--- src/rtl/axis_video_pattern_gen.sv ---
// AXI4-Stream video test-pattern source with burst, line and frame gaps.
// Optional statistics outputs when PATGEN_STATS_EN is defined.
module axis_video_pattern_gen #(
  parameter int          DATA_W    = 24,
  parameter int          H_ACTIVE  = 640,
  parameter int          V_ACTIVE  = 480,
  parameter int          BURST_LEN = 4,
  parameter int          PIX_GAP   = 3,
  parameter int          LINE_GAP  = 7,
  parameter int          FRAME_GAP = 16,
  parameter logic [31:0] CONST_PIX = 32'h0080_8080
) (
  input  logic              clk,
  input  logic              rstn,
  input  logic              enable,
  input  logic [1:0]        mode,
  input  logic              m_axis_video_tready,
  output logic [DATA_W-1:0] m_axis_video_tdata,
  output logic              m_axis_video_tvalid,
  output logic              m_axis_video_tuser,
  output logic              m_axis_video_tlast,
`ifdef PATGEN_STATS_EN
  output logic [15:0]       frame_cnt,
  output logic [15:0]       line_cnt,
  output logic [31:0]       stall_cnt,
`endif
  output logic              busy
);

  localparam int XW = (H_ACTIVE > 1) ? $clog2(H_ACTIVE) : 1;
  localparam int YW = (V_ACTIVE > 1) ? $clog2(V_ACTIVE) : 1;
  localparam int BW = (BURST_LEN > 1) ? $clog2(BURST_LEN) : 1;
  localparam int FG_LEN = LINE_GAP + FRAME_GAP;
  localparam int G_MAX = (PIX_GAP > FG_LEN) ? PIX_GAP : FG_LEN;
  localparam int GW = (G_MAX > 1) ? $clog2(G_MAX) : 1;

  localparam logic [XW-1:0] X_LAST = XW'(H_ACTIVE - 1);
  localparam logic [YW-1:0] Y_LAST = YW'(V_ACTIVE - 1);
  localparam logic [BW-1:0] B_LAST = BW'(BURST_LEN - 1);
  localparam logic [GW-1:0] PG_LOAD = GW'((PIX_GAP > 0) ? PIX_GAP - 1 : 0);
  localparam logic [GW-1:0] LG_LOAD = GW'((LINE_GAP > 0) ? LINE_GAP - 1 : 0);
  localparam logic [GW-1:0] FG_LOAD = GW'((FG_LEN > 0) ? FG_LEN - 1 : 0);

  typedef enum logic [2:0] {
    IDLE,
    ACTIVE,
    PGAP,
    LGAP,
    FGAP
  } state_t;

  state_t      state;
  logic [XW-1:0] x;
  logic [YW-1:0] y;
  logic [BW-1:0] burst;
  logic [GW-1:0] gap;
  logic [1:0]    mode_q;

  logic          accept;
  logic [XW-1:0] ld_x;
  logic [YW-1:0] ld_y;
  logic [1:0]    ld_m;
  logic [DATA_W-1:0] ld_pix;
  logic          ld_user;
  logic          ld_last;

  function automatic logic [DATA_W-1:0] pix(
    input logic [1:0]    m,
    input logic [XW-1:0] px,
    input logic [YW-1:0] py
  );
    logic [63:0] lin;
    lin = 64'(py) * 64'(H_ACTIVE) + 64'(px);
    unique case (m)
      2'd0:    pix = DATA_W'(lin);
      2'd1:    pix = DATA_W'(px);
      2'd2:    pix = CONST_PIX[DATA_W-1:0];
      default: pix = DATA_W'(py);
    endcase
  endfunction

  assign accept = m_axis_video_tvalid && m_axis_video_tready;

  // Coordinates of the beat that would be presented next if a load happens now
  always_comb begin
    ld_m = mode_q;
    ld_x = x;
    ld_y = y;
    if (state == IDLE || state == FGAP ||
        (accept && x == X_LAST && y == Y_LAST)) begin
      ld_m = mode;
      ld_x = '0;
      ld_y = '0;
    end else if (accept && x == X_LAST) begin
      ld_x = '0;
      ld_y = y + YW'(1);
    end else if (accept) begin
      ld_x = x + XW'(1);
    end
    ld_pix  = pix(ld_m, ld_x, ld_y);
    ld_user = (ld_x == '0) && (ld_y == '0);
    ld_last = (ld_x == X_LAST);
  end

  always_ff @(posedge clk or posedge rstn) begin
    if (rstn) begin
      state               <= IDLE;
      x                   <= '0;
      y                   <= '0;
      burst               <= '0;
      gap                 <= '0;
      mode_q              <= '0;
      busy                <= 1'b0;
      m_axis_video_tdata  <= '0;
      m_axis_video_tvalid <= 1'b0;
      m_axis_video_tuser  <= 1'b0;
      m_axis_video_tlast  <= 1'b0;
`ifdef PATGEN_STATS_EN
      frame_cnt           <= '0;
      line_cnt            <= '0;
      stall_cnt           <= '0;
`endif
    end else begin
`ifdef PATGEN_STATS_EN
      if (m_axis_video_tvalid && !m_axis_video_tready &&
          stall_cnt != 32'hFFFF_FFFF)
        stall_cnt <= stall_cnt + 32'd1;
`endif
      unique case (state)
        IDLE: begin
          if (enable) begin
            state               <= ACTIVE;
            mode_q              <= mode;
            busy                <= 1'b1;
            m_axis_video_tvalid <= 1'b1;
            m_axis_video_tdata  <= ld_pix;
            m_axis_video_tuser  <= ld_user;
            m_axis_video_tlast  <= ld_last;
`ifdef PATGEN_STATS_EN
            line_cnt            <= '0;
`endif
          end
        end
        ACTIVE: begin
          if (m_axis_video_tready) begin
            if (x == X_LAST) begin
              x     <= '0;
              burst <= '0;
`ifdef PATGEN_STATS_EN
              line_cnt <= line_cnt + 16'd1;
`endif
              if (y == Y_LAST) begin
                y <= '0;
`ifdef PATGEN_STATS_EN
                frame_cnt <= frame_cnt + 16'd1;
`endif
                if (FG_LEN > 0) begin
                  state               <= FGAP;
                  gap                 <= FG_LOAD;
                  m_axis_video_tvalid <= 1'b0;
                  m_axis_video_tuser  <= 1'b0;
                  m_axis_video_tlast  <= 1'b0;
                end else if (enable) begin
                  mode_q              <= mode;
                  m_axis_video_tdata  <= ld_pix;
                  m_axis_video_tuser  <= ld_user;
                  m_axis_video_tlast  <= ld_last;
`ifdef PATGEN_STATS_EN
                  line_cnt            <= '0;
`endif
                end else begin
                  state               <= IDLE;
                  busy                <= 1'b0;
                  m_axis_video_tvalid <= 1'b0;
                  m_axis_video_tuser  <= 1'b0;
                  m_axis_video_tlast  <= 1'b0;
                end
              end else begin
                y <= y + YW'(1);
                if (LINE_GAP > 0) begin
                  state               <= LGAP;
                  gap                 <= LG_LOAD;
                  m_axis_video_tvalid <= 1'b0;
                  m_axis_video_tuser  <= 1'b0;
                  m_axis_video_tlast  <= 1'b0;
                end else begin
                  m_axis_video_tdata  <= ld_pix;
                  m_axis_video_tuser  <= ld_user;
                  m_axis_video_tlast  <= ld_last;
                end
              end
            end else begin
              x <= x + XW'(1);
              if (burst == B_LAST) begin
                burst <= '0;
                if (PIX_GAP > 0) begin
                  state               <= PGAP;
                  gap                 <= PG_LOAD;
                  m_axis_video_tvalid <= 1'b0;
                  m_axis_video_tuser  <= 1'b0;
                  m_axis_video_tlast  <= 1'b0;
                end else begin
                  m_axis_video_tdata  <= ld_pix;
                  m_axis_video_tuser  <= ld_user;
                  m_axis_video_tlast  <= ld_last;
                end
              end else begin
                burst               <= burst + BW'(1);
                m_axis_video_tdata  <= ld_pix;
                m_axis_video_tuser  <= ld_user;
                m_axis_video_tlast  <= ld_last;
              end
            end
          end
        end
        PGAP, LGAP: begin
          if (gap == '0) begin
            state               <= ACTIVE;
            m_axis_video_tvalid <= 1'b1;
            m_axis_video_tdata  <= ld_pix;
            m_axis_video_tuser  <= ld_user;
            m_axis_video_tlast  <= ld_last;
          end else begin
            gap <= gap - GW'(1);
          end
        end
        FGAP: begin
          if (gap != '0) begin
            gap <= gap - GW'(1);
          end else if (enable) begin
            state               <= ACTIVE;
            mode_q              <= mode;
            m_axis_video_tvalid <= 1'b1;
            m_axis_video_tdata  <= ld_pix;
            m_axis_video_tuser  <= ld_user;
            m_axis_video_tlast  <= ld_last;
`ifdef PATGEN_STATS_EN
            line_cnt            <= '0;
`endif
          end else begin
            state <= IDLE;
            busy  <= 1'b0;
          end
        end
        default: state <= IDLE;
      endcase
    end
  end

endmodule

--- config.mk ---
export PLATFORM = sky130hd
export DESIGN_NAME = axis_video_pattern_gen
export DESIGN_NICKNAME = d
export VERILOG_FILES = /design/src/rtl/axis_video_pattern_gen.sv
export SDC_FILE = /design/constraint.sdc
export NUM_CORES = 1
export LEC_CHECK = 0
export BUFFER_PORTS_ARGS = -buffer_cell sky130_fd_sc_hd__buf_4
export CORE_MARGIN = 2
export CORE_UTILIZATION = 45
export CTS_CLUSTER_SIZE = 12
export DETAILED_ROUTE_END_ITERATION = 10
export SYNTH_ARGS = -nofsm -noshare
export SYNTH_HDL_FRONTEND = slang
export SYNTH_SLANG_ARGS = --single-unit
--- constraint.sdc ---
create_clock -name clk -period 5.6 [get_ports clk]
set_clock_uncertainty 0.2 [all_clocks]
set_input_delay 0 -clock clk [delete_from_list [all_inputs] [get_ports clk]]
set_output_delay 0 -clock clk [all_outputs]
set_load 0.1 [all_outputs]
# After elaboration in Yosys (flattened, before gate mapping)
# Index checks and enable logic that the tools add are counted.
# totals
register_bits	59
in_bits	6
wordCells	124
# classes
add_sub_neg	5
multipliers	1
eq_ne	20
n_mux	62
n_reduce_logical	25
# op_table
operator	n
$mux W24	6
$pmux W24 S4	1
$pmux W24 S3	1
$mux W10	4
$mux W5	6
$mux W9	3
$mux W1	22
$mux W3	7
$add A19 B10 Y20	1
$eq A10 B10 Y1 const B	2
$ne A2 B2 Y1 const B	8
$pmux W5 S3	1
$reduce_and A5 Y1	3
$mul A9 B3 Y12 const B	1
$pmux W1 S4	3
$pmux W3 S4	1
$add A10 B1 Y10 const B	1
$logic_not A10 Y1	1
$mux W2	5
$add A9 B1 Y9 const B	1
$eq A9 B9 Y1 const B	1
$logic_not A9 Y1	1
$reduce_and A4 Y1	2
$eq A3 B2 Y1 const B	2
other kinds (23)	29

# Depth between registers and ports, before layout
# depth
depth_word	12
depth_mapped	17

# Least setup slack after synthesis
# OpenSTA, ideal clock, no wires.
# synth_timing
kind	reg2reg
from	reg m_axis_video_tvalid
to	reg m_axis_video_tdata[17]
setup_time_ns	0.083
arrival_time_ns	4.998
required_time_ns	5.317
slack_ns	0.319
stages_incl_launch_ff	16
path_buffers	1
period_less_slack_ns	5.281
cell_sequence	dfrtp_1 nand3_1 or3_1 clkbuf_8 or3_1 a21oi_1 ha_1 ha_1 fa_1 a211o_1 a211o_1 a221oi_1 nand2_1 nor2_1 xnor3_4 o21ai_0
# synth_between
elab_chain_len	12
elab_cells_between_ends	23
classes_between	add/sub (1); mul (1); eq/ne (2); mux (14); reduce/logical (5)
# synth_lines
element	line_no	rtl
start: declaration	19	output logic m_axis_video_tvalid,
start signal: assignment	115	m_axis_video_tvalid <= 1'b0;
start signal: assignment	135	m_axis_video_tvalid <= 1'b1;
start signal: assignment	160	m_axis_video_tvalid <= 1'b0;
$logic_and A1 B1 Y1 *	82	assign accept = m_axis_video_tvalid && m_axis_video_tready;
$logic_and A1 B1 Y1	90, 94	
$logic_and A1 B1 Y1	90	(accept && x == X_LAST && y == Y_LAST)) begin
$logic_or A1 B1 Y1	89	if (state == IDLE || state == FGAP ||
$mux W9	89	
$mul A9 B3 Y12	73	lin = 64'(py) * 64'(H_ACTIVE) + 64'(px);
$add A19 B10 Y20	73	
$pmux W24 S3 *	74	unique case (m)
$mux W24	194	if (burst == B_LAST) begin
$mux W24	146	if (x == X_LAST) begin
$mux W24	145	if (m_axis_video_tready) begin
$pmux W24 S4 *	129	unique case (state)
end signal: assignment	136	m_axis_video_tdata <= ld_pix;
end signal: assignment	203	m_axis_video_tdata <= ld_pix;
end signal: assignment	209	m_axis_video_tdata <= ld_pix;
end: declaration	18	output logic [DATA_W-1:0] m_axis_video_tdata,
# Mark *: on every way between the ends. The rest lies on a longest branch, timed or not. The select of a mux whose other input is x is not followed.
# A chain may end at the register's enable or synchronous reset.

# Worst setup path after layout
# layout_timing
from	reg x[0]
to	reg m_axis_video_tdata[17]
# layout_between
elab_chain_len	12
elab_cells_between_ends	26
classes_between	add/sub (2); mul (1); eq/ne (4); mux (14); reduce/logical (5)
# layout_lines
element	line_no	rtl
start: declaration	53	logic [XW-1:0] x;
start signal: assignment	193	x <= x + XW'(1);
$eq A10 B10 Y1	90, 94, 146	
$logic_and A1 B1 Y1	90, 94	
$logic_and A1 B1 Y1	90	
$logic_or A1 B1 Y1	89	
$mux W9	89	
$mul A9 B3 Y12	73	
$add A19 B10 Y20	73	
$pmux W24 S3	74	
$mux W24	194	
$mux W24	146	
$mux W24	145	
$pmux W24 S4	129	
# Parallel ways exist; a longest one is shown, timed or not. The select of a mux whose other input is x is not followed.

==> flow_summary.yaml <==
sta:
  finalMaxSlewViolations: 0
  tightest_slew_ns: 0.7215
  rsz0062_at_grt: "false"
  hold_viol_final: 0
  maxSlewHeadroom_pct: 51.90
  min_period_ns: 5.161
  final.setup.tns_ns: 0
  fin_crit_sh_pct: 92.16
  max_freq_mhz: 193.8
  setup_viol: 0
min_path:
  hold_class: "in2reg"
  min_from: "m_axis_video_tready"
  min_path_cells: 4
  hold_path_end: "state[1]$_DFFE_PP0P_"
floorplan:
  die_h_um: 98.22
  coreArea_um2: 8678
  die_w_um: 98.22
  io_pins: 34
  dieArea_um2: 9647
  initial_core_util_pct: 46.04
  rows: 34
power_and_ir_drop:
  p_clk_share_pct: 13.0
  p_leak_nw: 1.928
  combPwrFrac_pct: 52.3
  p_int_mw: 0.8524
  switching_power_mw: 0.8994
  netSwitchingFraction_pct: 51.34
  power_density_nw_per_um2: 399.0
  seqPwrFrac_pct: 34.7
  ir_worst_vdd_uv: 173.9
flow_run:
  maxCapViolCount: 0
synth:
  synthMuxAreaShare_pct: 2.130
  async_flop_share_pct: 100.0
  synth_top_family_by_area: "simple AND/OR/NAND/NOR gates"
  syn_inst: 460
  synth_fa_ha_area_share_pct: 7.892
  syn_area_um2: 3995
  yosysWarnings: 0
  synthSimpleGateAreaFrac_pct: 22.58
  ys.flop_type: "dfrtp_1"
  synth_edf_count: 0
  synth_compound_area_share_pct: 21.01
  synth_seq_cells: 56
  avgSynthCellArea_um2: 8.685
  synth_cell_types: 64
  synth_xor_area_share_pct: 6.358
  ys_seq_area_share_pct: 35.08
setup_path:
  r2r-end: "m_axis_video_tdata[17]$_DFFE_PP0P_"
  cp-startpoint: "x[0]$_DFFE_PP0P_"
  worst_ep_arrival_time_ns: 5.19
  rr_startpoint: "x[0]$_DFFE_PP0P_"
  rr_worst_depth: 15
  crit_required_ns: 5.63
  start_kind: "register"
  crit_type: "reg2reg"
  crit_fanout: 11
  critPathCaptureType: "register"
  rrSetupSlack_ns: 0.44
grt:
  antenna_found_initial: 0
  grt_max_degree: 57
  grt_overflow: 0
  grt_pass1_wl_um: 16150
  grt_pass1_vias: 3306
  gr-usage-all-layers_pct: 20.12
drt:
  route.vias.total: 3442
  ant_nets: 0
  firstDrtPassIters: 5
  drt_iter0_markers: 159
  drc: 0
  post_drt_wl_per_cell_um: 16.09
  postRouteWirelength_um: 9555
  vias_per_cell: 5.795
final_layout:
  drive_gt1_share_pct: 14.40
  diodes: 0
  fin_nets: 515
  area_delta_synth_final_pct: 9.897
  final_cells: 594
run_status:
  outcome: "complete, no violations"
clock_network:
  numCtsBuffers: 5
  path_clk_slew_ns: 0.11
  cts_sinks: 56
  h-tree-depth: 2
  clk_latency_ns: 0.31
  root_buffer: "clkbuf_8"
  tritoncts: "done"
  cts_buffer_depth: 2
  cts_setup_buffers: 0
placed_design:
  gp_congestion: 0.8532
  dp.cells: 582
  io_buffer_count: 30
  dpl.hpwl_um: 7108
-- cell usage after synthesis (all sizes together), types with 2 or more instances --
cell	n	area [um^2]
a211o	2	17.52
a211oi	6	45.04
a21o	7	55.06
a21oi	23	115.1
a22o	2	17.52
a22oi	7	52.55
a311oi	2	17.52
a31oi	7	43.79
and2	6	41.29
and3	5	31.28
buf	10	75.07
clkbuf	13	68.82
dfrtp	56	1401
fa	2	40.04
ha	22	275.3
inv	11	41.29
mux2	4	45.04
mux2i	4	40.04
nand2	55	206.5
nand2b	4	25.02
nand3	16	90.09
nand4	6	52.55
nor2	39	146.4
nor3	15	75.07
nor3b	2	15.01
nor4	7	43.79
o21a	6	45.04
o21ai	49	256.5
o22ai	2	18.77
o31ai	13	102.6
or2	2	12.51
or3	9	56.30
or4	2	20.02
or4b	3	33.78
xnor2	11	96.34
xor2	15	131.4
-- critical path, stage by stage (launching register included) --
cell and delay, ns:
dfrtp_1 0.49, ha_1 0.29, nand4_4 0.18, or3_1 0.58, or3_1 0.41, a21oi_2 0.25, ha_1 0.28, ha_1 0.23
fa_1 0.41, a211o_1 0.34, a211o_1 0.29, a221oi_2 0.36, nand2_1 0.09, nor2_1 0.14, xnor3_4 0.38, o21ai_0 0.15
-- sequential cells by signal, summed over array words and instances (netlist names), 2 cells and up --
register,cells
m_axis_video_tdata,21
x,10
y,9
gap,5
state,3
burst,2
mode_q,2
-- repair_timing --
action,CTS,global route
hold endpoints to repair,62,0
endpoints found under the setup margin,0,2
hold buffers,4,0
gates resized for setup,0,2
-- power by group through the flow --
stage | combinational [mW] | clock [mW] | sequential (mW)
4_1_cts | 0.923 | 0.237 | 0.607
3_5_place_dp | 0.919 | 0 | 0.616
5_1_grt | 0.998 | 0.251 | 0.626
2_1_floorplan | 0.512 | 0 | 0.813
6_report | 0.917 | 0.228 | 0.607
3_3_place_gp | 0.912 | 0 | 0.609
-- through the flow --
step / cell area, um^2 / worst slack [ns] / utilization, % / hold slack [ns] / power (mW)
2_1_floorplan: 4003 / 0.3195 / - / -0.04831 / 1.325
3_3_place_gp: 4255 / 0.4714 / 49.03 / 0.05038 / 1.521
3_5_place_dp: 4255 / 0.2596 / 49.03 / 0.05369 / 1.534
4_1_cts: 4380 / 0.2225 / 50.48 / 0.07241 / 1.767
5_1_grt: 4390 / 0.07663 / 50.59 / 0.1398 / 1.875
6_report: 4390 / 0.4391 / 50.59 / 0.09310 / 1.752
-- cell usage in the layout (no fill, tap or decap), types with 3 or more instances in the layout --
| master | count |
|---|---|
| dlygate4sd3_1 | 4 |
| a22oi_1 | 7 |
| nand2_1 | 55 |
| nand3_1 | 14 |
| a211oi_1 | 6 |
| nor4_1 | 7 |
| and2_1 | 3 |
| nor2_1 | 39 |
| ha_1 | 22 |
| and3_1 | 5 |
| and2_2 | 3 |
| a21oi_1 | 22 |
| a31oi_1 | 7 |
| o21a_1 | 6 |
| o31ai_1 | 12 |
| xor2_1 | 15 |
| buf_4 | 36 |
| o21ai_0 | 48 |
| dfrtp_1 | 56 |
| clkbuf_8 | 5 |
| nand2b_1 | 4 |
| or3_1 | 9 |
| mux2_2 | 4 |
| nand4_1 | 5 |
| conb_1 | 3 |
| inv_1 | 9 |
| mux2i_1 | 4 |
| a21o_1 | 5 |
| xnor2_1 | 11 |
| nor3_1 | 15 |
-- layout make-up --
type	count	area, um^2
clock buffer	7	76.32
fill	861	4288
clock inverter	1	8.758
inverter	11	41.29
tap	108	135.1
sequential	56	1401
multi-input combinational	371	2417
timing repair buffer	40	310.3
-- layer usage --
metal / global-route usage [%] / part of all wire, %
met5: 0 / 0
met4: 3.688 / 0.61
met3: 2.362 / 3.8
met2: 33.77 / 47
met1: 28.44 / 48
-- worst max-delay path by stage --
stage / end / slack (ns) / depth (start not counted)
2_1_floorplan: m_axis_video_tdata[17]$_DFFE_PP0P_ / 0.32 / 15
3_3_place_gp: m_axis_video_tdata[17]$_DFFE_PP0P_ / 0.47 / 15
3_5_place_dp: m_axis_video_tdata[17]$_DFFE_PP0P_ / 0.26 / 15
4_1_cts: m_axis_video_tdata[17]$_DFFE_PP0P_ / 0.22 / 15
5_1_grt: m_axis_video_tdata[17]$_DFFE_PP0P_ / 0.08 / 15
6_report: m_axis_video_tdata[17]$_DFFE_PP0P_ / 0.44 / 15
-- cell families (layout without fill, tap and decap cells) --
family | Yosys count | count (layout)
xor+xnor | 27 | 27
mux | 8 | 8
fa+ha+maj | 24 | 24
flops | 56 | 56
other cells | 1 | 3
compound gates | 132 | 132
buf+inv | 35 | 59
simple gates | 177 | 177
(Power assumes the default switching activity.)
